$ cat src/rtl/demux_frame_driver.sv
// Serialises a 4-bit frame onto a 1-to-4 demux: {x1,x0} selects output s_idx, f carries word[idx].
// Each frame is followed by GAP_CYCLES idle cycles; frame_cnt counts completed frames.
module demux_frame_driver #(
  parameter int unsigned GAP_CYCLES = 1
) (
  input  logic       clk,
  input  logic       rst,
  input  logic       in_valid,
  input  logic [3:0] in_word,
  output logic       in_ready,
  output logic       x1,
  output logic       x0,
  output logic       f,
  output logic       busy,
  output logic       done,
  output logic [7:0] frame_cnt
);

  typedef enum logic [1:0] {IDLE, SEND, GAP} state_t;

  state_t     state;
  logic [1:0] idx;
  logic [1:0] idx_next;
  logic [3:0] word;
  logic [3:0] gap_cnt;

  always_comb idx_next = idx + 2'd1;

  // Outputs are loaded one cycle ahead so they line up with the registered idx.
  always_ff @(posedge clk or posedge rst) begin
    if (rst) begin
      state     <= IDLE;
      idx       <= '0;
      word      <= '0;
      gap_cnt   <= '0;
      in_ready  <= 1'b1;
      x1        <= 1'b0;
      x0        <= 1'b0;
      f         <= 1'b0;
      busy      <= 1'b0;
      done      <= 1'b0;
      frame_cnt <= '0;
    end else begin
      case (state)
        IDLE: begin
          if (in_valid && in_ready) begin
            word     <= in_word;
            idx      <= '0;
            state    <= SEND;
            in_ready <= 1'b0;
            busy     <= 1'b1;
            {x1, x0} <= 2'b00;
            f        <= in_word[0];
            done     <= 1'b0;
          end
        end
        SEND: begin
          if (idx == 2'd3) begin
            frame_cnt <= frame_cnt + 8'd1;
            done      <= 1'b0;
            {x1, x0}  <= 2'b00;
            f         <= 1'b0;
            gap_cnt   <= '0;
            if (GAP_CYCLES > 0) begin
              state    <= GAP;
              busy     <= 1'b1;
              in_ready <= 1'b0;
            end else begin
              state    <= IDLE;
              busy     <= 1'b0;
              in_ready <= 1'b1;
            end
          end else begin
            idx      <= idx_next;
            {x1, x0} <= idx_next;
            f        <= word[idx_next];
            done     <= (idx_next == 2'd3);
          end
        end
        GAP: begin
          if (gap_cnt == 4'(GAP_CYCLES - 1)) begin
            state    <= IDLE;
            busy     <= 1'b0;
            in_ready <= 1'b1;
          end else begin
            gap_cnt <= gap_cnt + 4'd1;
          end
        end
        default: state <= IDLE;
      endcase
    end
  end

endmodule

$ cat config.mk
export PLATFORM = sky130hd
export DESIGN_NAME = demux_frame_driver
export DESIGN_NICKNAME = d
export VERILOG_FILES = /design/src/rtl/demux_frame_driver.sv
export SDC_FILE = /design/constraint.sdc
export NUM_CORES = 1
export LEC_CHECK = 0
export ABC_AREA = 1
export BUFFER_PORTS_ARGS = -buffer_cell sky130_fd_sc_hd__buf_2
export CAP_MARGIN = 30
export CORE_ASPECT_RATIO = 1.75
export CORE_MARGIN = 5
export CORE_UTILIZATION = 35
export CTS_CLUSTER_SIZE = 14
export DETAILED_ROUTE_END_ITERATION = 10
export SLEW_MARGIN = 40
export SYNTH_ARGS = -nofsm -noshare
export SYNTH_HDL_FRONTEND = slang
export SYNTH_SLANG_ARGS = --single-unit
$ cat constraint.sdc
create_clock -name clk -period 1.6 [get_ports clk]
set_input_delay 0.24 -clock clk [delete_from_list [all_inputs] [get_ports clk]]
set_output_delay 0.24 -clock clk [all_outputs]
set_load 0.02 [all_outputs]
==> flow_summary.ini, run 1 <==
[global_routing]
grt_pass1_wl_mm = 4.864
track_usage = 0.1145
grt_max_degree = 27
grt_overflow = 0
grt_antenna_before_repair = 0
first_global_vias = 1127

[synth]
yosys-top-cells-count = nand2_1, dfrtp_1, inv_1
ys_types = 18
synth_edf_count = 0
syn_area_per_cell_um2 = 7.975
ys_seq_area_frac = 0.4924
yosysTopAreaCell = dfrtp_1
synth_top_flop_cell = dfrtp_1
synth_warnings = 0
ys_seq_elements = 26
synth_top_area_share = 0.4726
synthArstFlopShare = 1.000
yosysMostFrequentCell = nand2_1
synth.cell_area_um2 = 1324
ys_top_cells_by_area = dfrtp_1, nand2_1, inv_1
synth_cells = 166
syn-num-nets = 178

[floorplanning]
dieArea_um2 = 5161
core_um2 = 3628
num_rows = 29
num_io_pins = 21
start_util = 0.3648
dieWidth_um = 56.49
die_h_um = 91.36

[power]
power_leakage_nw = 0.8858
total_power_mw = 2.520
vdd_drop_max_uv = 918.1
powerDensity_nw_per_um2 = 1623

[routing]
drt_iter0_markers = 12
viasPerCell = 4.538
drc = 0
vias = 1071
first_pass_iters = 4
ant_nets = 0
drt-total-wl_mm = 2.628
wl_per_cell_um = 11.14

[worst_setup_path]
cp_slowest_cell = dfstp_2
cp.required_ns = 1.75
crit_top_cell = nand2_1
max_stage_delay_ns = 0.55
cp_cell_sequence = nand2_1, inv_1, nand2_1, o21ai_0, a21oi_1
timing_worst_setup_path_type = reg -> reg
end_kind = flip-flop
critPathArrivalTime_ns = 1.50
start_kind = flip-flop
path_buf_inv = 1
critPathTopFamily = flip-flops
cp_max_fo = 14

[place]
port_buffers = 20
gp_congestion = 0.7151
placed_cell_area_um2 = 1481
placed_cells = 232
dpl.hpwl_mm = 2.026

[sta]
rsz0062_at_grt = no
hold_viol = 0
max_slew.worst_pin.slew_ns = 0.4145
clock_skew_ns = 0.01197
min_period_over_period = 0.8402
setup_tns_ns = 0
layout_min_cycle_time_ns = 1.344
slew-limit-headroom = 0.7230
fmax_ghz = 0.7439
setup_viol = 0
slew_violations = 0

[run_status]
outcome = finished clean

[cells_and_area]
final_nets = 203
nFillCells = 397
syn_to_final_growth_pct = 17.30
final_cell_area_um2 = 1553
drive_gt1_frac = 0.1789
n_antenna_cell = 0
fin_cells = 236
post-route-util = 0.4279

[clock_network]
clk_pin_slew_ns = 0.10
clock_latency_ns = 0.27
cts_resized = 0
cts-root-buf = clkbuf_8
numCtsBuffers = 3
post_cts_buffers = 0
cts_tree = built
htree_levels = 1
cts_buffer_depth = 2
holdBufCountCts = 0
cts.sinks = 26

[job]
drv_cap = 0

[worst_hold_path]
hold_path.class = in -> async
[power by group]
group / internal (mW) / switching (mW) / total, mW / leakage (nW)
clock: 0.335 / 0.211 / 0.545 / 0.0357
combinational: 0.333 / 0.629 / 0.962 / 0.522
sequential: 0.870 / 0.143 / 1.01 / 0.328
[sequential cells by signal, indices dropped and copies added (netlist names), 2 cells and up]
name       cells
word           4
frame_cnt      8
state          2
gap_cnt        4
idx            2
[layout by cell type, fill, tap and decap left out]
cell type / n
nor2_2: 1
inv_1: 24
o21ai_0: 6
bufinv_16: 1
inv_4: 2
a21oi_1: 7
buf_4: 1
dfrtp_1: 25
ha_1: 5
xor2_1: 1
inv_2: 1
nand2_8: 1
xnor2_1: 3
nand4_1: 5
nand2_2: 3
dfstp_2: 1
buf_2: 20
nor2_1: 9
nand2_1: 56
nand3_1: 15
clkbuf_8: 3
[logic make-up (layout without fill, tap and decap cells)]
logic type | after synthesis | in the layout | synth area share
adders and majority gates | 5 | 5 | 0.04726
and+or+nand+nor | 90 | 90 | 0.2987
xor gates and xnor gates | 4 | 4 | 0.02647
AOI/OAI and AO/OA | 13 | 13 | 0.04915
buffers and inverters | 28 | 52 | 0.08601
DFF | 26 | 26 | 0.4924
[layer usage]
layer,wire length [um],vias up,track usage
li1,-,561,-
met1,1083,494,0.1300
met2,1450,14,0.2124
met3,72,2,0.01418
met4,21,0,0.04158
met5,0,-,0
[per-stage QoR]
| step | setup WS, ns | hold slack, ns |
|---|---|---|
| 2_1_floorplan | 0.3926 | 0.2793 |
| 3_3_place_gp | 0.2960 | 0.3174 |
| 3_5_place_dp | 0.2540 | 0.3183 |
| 4_1_cts | 0.2373 | 0.01080 |
| 5_1_grt | 0.1626 | 0.03787 |
| 6_report | 0.2557 | 0.004786 |
[worst reg2reg max path: stages (launching register included)]
cell and delay [ns]:
dfstp_2 0.55, nand2_1 0.07, inv_1 0.05, nand2_1 0.24, o21ai_0 0.25, a21oi_1 0.09
[final timing paths]
path,slack (ns),cells past startpoint,end,start
min,0.005,3,frame_cnt[1],rst
min reg2reg,0.48,2,in_ready,in_ready
max,0.26,5,f,in_ready
min in group clk,0.21,3,word[2],in_word[2]
max in group asynchronous,1.28,3,in_ready,rst
max reg2reg,0.26,5,f,in_ready
[final cells by class]
type,instances,area (um2),area share
clock inverter,1,30.03,0.01934
timing repair buffer,21,107.6,0.06930
clock buffer,3,41.29,0.02659
inverter,27,106.4,0.06849
multi-input combinational,112,558.0,0.3594
sequential,26,651.9,0.4198
tap,46,57.56,0.03707
No activity file was read; power rests on OpenSTA's default activity.
==> inputs of run 2 (changes only) <==
==> constraint.sdc (replaced) <==
create_clock -name clk -period 1.3 [get_ports clk]
set_input_delay 0.195 -clock clk [delete_from_list [all_inputs] [get_ports clk]]
set_output_delay 0.195 -clock clk [all_outputs]
set_load 0.02 [all_outputs]
==> run 2 against run 1 <==
Compared with the run above: routed wire length is 0.84% higher; count of clock-buffer cells in the layout stayed put; flip-flop and latch count stayed put; largest power group is now combinational cells; maximum frequency is 9.4% higher; via count is 5.2% higher; global-route usage is 0.56 points higher; critical path depth is 2 higher; total power is 27% higher.
==> flow_summary.ini, run 2 (same netlist as run 1, synthesis figures left out) <==
[routing]
viasPerCell = 4.600
drt_iter0_markers = 27
first_pass_iters = 4
drc = 0
wl_per_cell_um = 10.82
vias = 1127
ant_nets = 0
drt-total-wl_mm = 2.650

[cells_and_area]
drive_gt1_frac = 0.2513
final_cell_mix = nand2_1, dfrtp_1, inv_1
largest_register_ffs = 8
post-route-util = 0.4517
final_common_cell = nand2_1
syn_to_final_growth_pct = 23.82
final_cell_area_um2 = 1639
final_nets = 212
largestRegisters = frame_cnt: 8 flops, gap_cnt: 4 flops, word: 4 flops
fin_cells = 245
top_register = frame_cnt
n_antenna_cell = 0

[power]
powerDensity_nw_per_um2 = 1952
swShare = 0.3870
p_int_mw = 1.961
total_power_mw = 3.199
vdd_drop_max_uv = 875.1
switchingPower_mw = 1.238
seqPwrFrac = 0.387
pwr-share-clk = 0.213
power_leakage_nw = 0.9252
combPwrFrac = 0.400

[clock_network]
cts-root-buf = clkbuf_8
cts.sinks = 26
clock_latency_ns = 0.27
cts_tree = built
numCtsBuffers = 3
clk_pin_slew_ns = 0.10
htree_levels = 1
cts_buffer_depth = 2

[worst_setup_path]
max_stage_delay_ns = 0.40
start_kind = flip-flop
cp_max_fo = 5
cp.required_ns = 1.51
timing_worst_setup_path_type = reg -> reg
cp_cell_sequence = inv_2, ha_1, inv_2, nand3_1, nand2_1, nand2_1, a21oi_2
cp_slowest_cell = dfrtp_1
critPathArrivalTime_ns = 1.44
end_kind = flip-flop

[place]
port_buffers = 20
placed_cell_area_um2 = 1534
dp_slack_ns = 0.04328
gp_congestion = 0.7198
placed_cells = 239
dpl.hpwl_mm = 2.035

[global_routing]
grt_overflow = 0
grt_max_degree = 27
first_global_vias = 1194
track_usage = 0.1202
grt_antenna_before_repair = 0
grt_pass1_wl_mm = 5.071

[sta]
slew-limit-headroom = 0.7768
setup_viol = 0
setup_tns_ns = 0
fin_hold_ws_ns = 0.1664
rsz0062_at_grt = yes
min_period_over_period = 0.9453
layout_min_cycle_time_ns = 1.229
fmax_ghz = 0.8138
clock_skew_ns = 0.003589
hold_viol = 0
slew_violations = 0
max_slew.worst_pin.slew_ns = 0.3348
setup_ws_ns = 0.07115

[floorplanning]
dieArea_um2 = 5161
num_io_pins = 21
die_h_um = 91.36
dieWidth_um = 56.49
num_rows = 29
core_um2 = 3628
start_util = 0.3648

[worst_hold_path]
hold_path.class = in -> reg

[run_status]
outcome = finished clean

[job]
drv_cap = 0
run 2: cell count changes in the layout (fill, tap and decap cells not counted), moves of 2 or more:
cell     previous run  this run
ha_2                0         2
buf_4               1         9
inv_2               1         3
nand2_1            56        53
nand2_2             3         6
ha_1                5         3
inv_1              24        22
run 2: final cells by class:
| class | instances | area [um2] |
|---|---|---|
| Clock buffer | 3 | 41.29 |
| Clock inverter | 1 | 30.03 |
| Fill cell | 378 | 1989 |
| Inverter | 27 | 106.4 |
| Multi-Input combinational cell | 112 | 574.3 |
| Sequential cell | 26 | 651.9 |
| Tap cell | 46 | 57.56 |
| Timing Repair Buffer | 30 | 177.7 |
run 2: worst paths after layout:
path	start	end	slack, ns	cells after the start
max	idx[0]	f	0.07	7
min	in_word[2]	word[2]	0.17	3
max reg2reg	idx[0]	f	0.07	7
min reg2reg	in_ready	in_ready	0.48	2
max in group asynchronous	rst	in_ready	0.49	4
min in group asynchronous	rst	frame_cnt[0]	0.51	4
run 2: metal layers:
metal,wire (um),GRT usage
met2,1461,0.2172
met4,31,0.03564
met3,97,0.01986
met1,1059,0.1421
met5,0,0
run 2: critical path, delay by kind of cell, from the launching register on:
kind                     cells  cell delay [ns]
buffers and inverters        2             0.13
adder cells (fa/ha/maj)      1             0.32
AO/OA/AOI/OAI                1             0.10
flip-flops                   1             0.40
AND/OR/NAND/NOR              3             0.20
run 2: timing repair:
| action | CTS | global route |
|---|---|---|
| endpoints found under the setup margin | 0 | 7 |
| setup buffers | 0 | 1 |
| gates resized for setup | 0 | 9 |
| hold buffers | 1 | 0 |
| endpoints found under the hold margin | 25 | 0 |
run 2: power groups by stage:
stage | Clock (mW) | Combinational (mW) | Sequential [mW]
finish | 0.681 | 1.28 | 1.24
global placement | 0 | 1.25 | 1.25
global route | 0.746 | 1.48 | 1.28
floorplan | 0 | 0.731 | 1.40
CTS | 0.700 | 1.26 | 1.24
detailed placement | 0 | 1.25 | 1.26
==> inputs of run 3 (changes only) <==
==> constraint.sdc (replaced) <==
create_clock -name clk -period 1.3 [get_ports clk]
set_input_delay 0.195 -clock clk [delete_from_list [all_inputs] [get_ports clk]]
set_output_delay 0.195 -clock clk [all_outputs]
set_load 0.1 [all_outputs]
==> run 3 against run 2 <==
Compared with the run above: clock power shrank 23%; cell count did not move; register-to-register slack hardly changed; design area grew 13%; worst setup slack got worse by 0.069 ns; non-clock buffer count stayed put; clock skew fell by 0.00071 ns; critical path type is now reg -> out; flip-flop and latch count is the same; via count barely moved; count of clock-buffer cells in the layout up 1.
==> flow_summary.ini, run 3 (same netlist as run 1, synthesis figures left out) <==
[run_status]
outcome = finished clean

[place]
dpl.hpwl_mm = 2.156
gp_congestion = 0.8077
port_buffers = 20
placed_cell_area_um2 = 1723
placed_cells = 238

[global_routing]
grt_max_degree = 27
grt_overflow = 0
grt_pass1_wl_mm = 4.947
track_usage = 0.1194
first_global_vias = 1130
grt_antenna_before_repair = 0

[job]
drv_cap = 0

[sta]
fmax_ghz = 0.7703
clock_skew_ns = 0.002879
setup_viol = 0
min_period_over_period = 0.9987
slew_violations = 0
setup_tns_ns = 0
layout_min_cycle_time_ns = 1.298
slew-limit-headroom = 0.6770
max_slew.worst_pin.slew_ns = 0.4878
rsz0062_at_grt = yes
hold_viol = 0

[worst_setup_path]
max_stage_delay_ns = 0.65
end_kind = output port
critical_path.startpoint = in_ready
cp.required_ns = 1.11
cp_cell_sequence = buf_12
start_kind = flip-flop
timing_worst_setup_path_type = reg -> out
cp_slowest_cell = dfstp_4
r2r_setup_slack_ns = 0.06
critPathTopFamily = flip-flops
cp_max_fo = 3
r2r-start = idx[0]
critPathArrivalTime_ns = 1.10
path_buf_inv = 1

[routing]
wl_per_cell_um = 11.29
drc = 0
drt_iter0_markers = 19
first_pass_iters = 4
vias = 1128
ant_nets = 0
drt-total-wl_mm = 2.765
viasPerCell = 4.604

[cells_and_area]
drive_gt1_frac = 0.3015
multi_input_area_um2 = 606.8
nFillCells = 344
final_cell_area_um2 = 1846
largest_register_ffs = 8
top_register = frame_cnt
regArea_um2 = 674.4
syn_to_final_growth_pct = 39.41
final_cell_mix = nand2_1, inv_1, dfrtp_1
n_antenna_cell = 0
final_nets = 212
largestRegisters = frame_cnt: 8 flops, gap_cnt: 4 flops, word: 4 flops
final_common_cell = nand2_1
fin_cells = 245

[floorplanning]
dieArea_um2 = 5161
num_rows = 29
num_io_pins = 21
dieWidth_um = 56.49
die_h_um = 91.36
start_util = 0.3648
core_um2 = 3628

[clock_network]
clk_pin_slew_ns = 0.09
numCtsBuffers = 3
clock_latency_ns = 0.27
htree_levels = 1
cts-root-buf = clkbuf_8
cts_buffer_depth = 2
cts.sinks = 26
cts_tree = built

[power]
total_power_mw = 4.395
powerDensity_nw_per_um2 = 2381
power_leakage_nw = 0.9530
vdd_drop_max_uv = 1519

[worst_hold_path]
hp-start = in_word[3]
hold_path.class = in -> reg
-- run 3: final timing paths --
path | cells after the start | endpoint
worst max-delay path | 1 | in_ready
min in group asynchronous | 4 | frame_cnt[0]
worst min register to register | 2 | busy
worst min-delay path | 3 | word[3]
max in group asynchronous | 4 | in_ready
worst max register to register | 7 | f
-- run 3: through the flow --
stage	hold WS (ns)	setup WS (ns)	utilization
floorplan	0.2340	-0.06190	-
global placement	0.2700	0.06417	0.4748
detailed placement	0.2761	0.02549	0.4748
CTS	0.1692	-0.009047	0.4928
global route	0.1677	-0.02287	0.5086
finish	0.1658	0.001724	0.5086
-- run 3: repair_timing --
action | 4_1_cts | 5_1_grt
endpoints found under the hold margin | 25 | 0
gates resized for setup | 0 | 13
hold buffers | 1 | 0
endpoints found under the setup margin | 1 | 9
buffers inserted | 0 | 2
pin swaps | 0 | 1
-- run 3: cell type report --
cell class / instances / share of cell area
clock buffer: 4 / 0.02983
inverter: 27 / 0.05763
multi-input combinational: 112 / 0.3288
sequential: 26 / 0.3654
tap: 46 / 0.03119
timing repair buffer: 30 / 0.1871
-- run 3: metal layers --
metal  track usage  share of wire  routed length, um
met5             0              0                  0
met4       0.05347          0.021                 57
met3       0.01702          0.036                100
met2        0.2210           0.53               1470
met1        0.1301           0.41               1136
-- run 3: power by group --
part | switching [mW] | internal [mW]
clock network | 0.253 | 0.271
logic | 1.70 | 0.817
registers | 0.246 | 1.11
total | 2.20 | 2.20
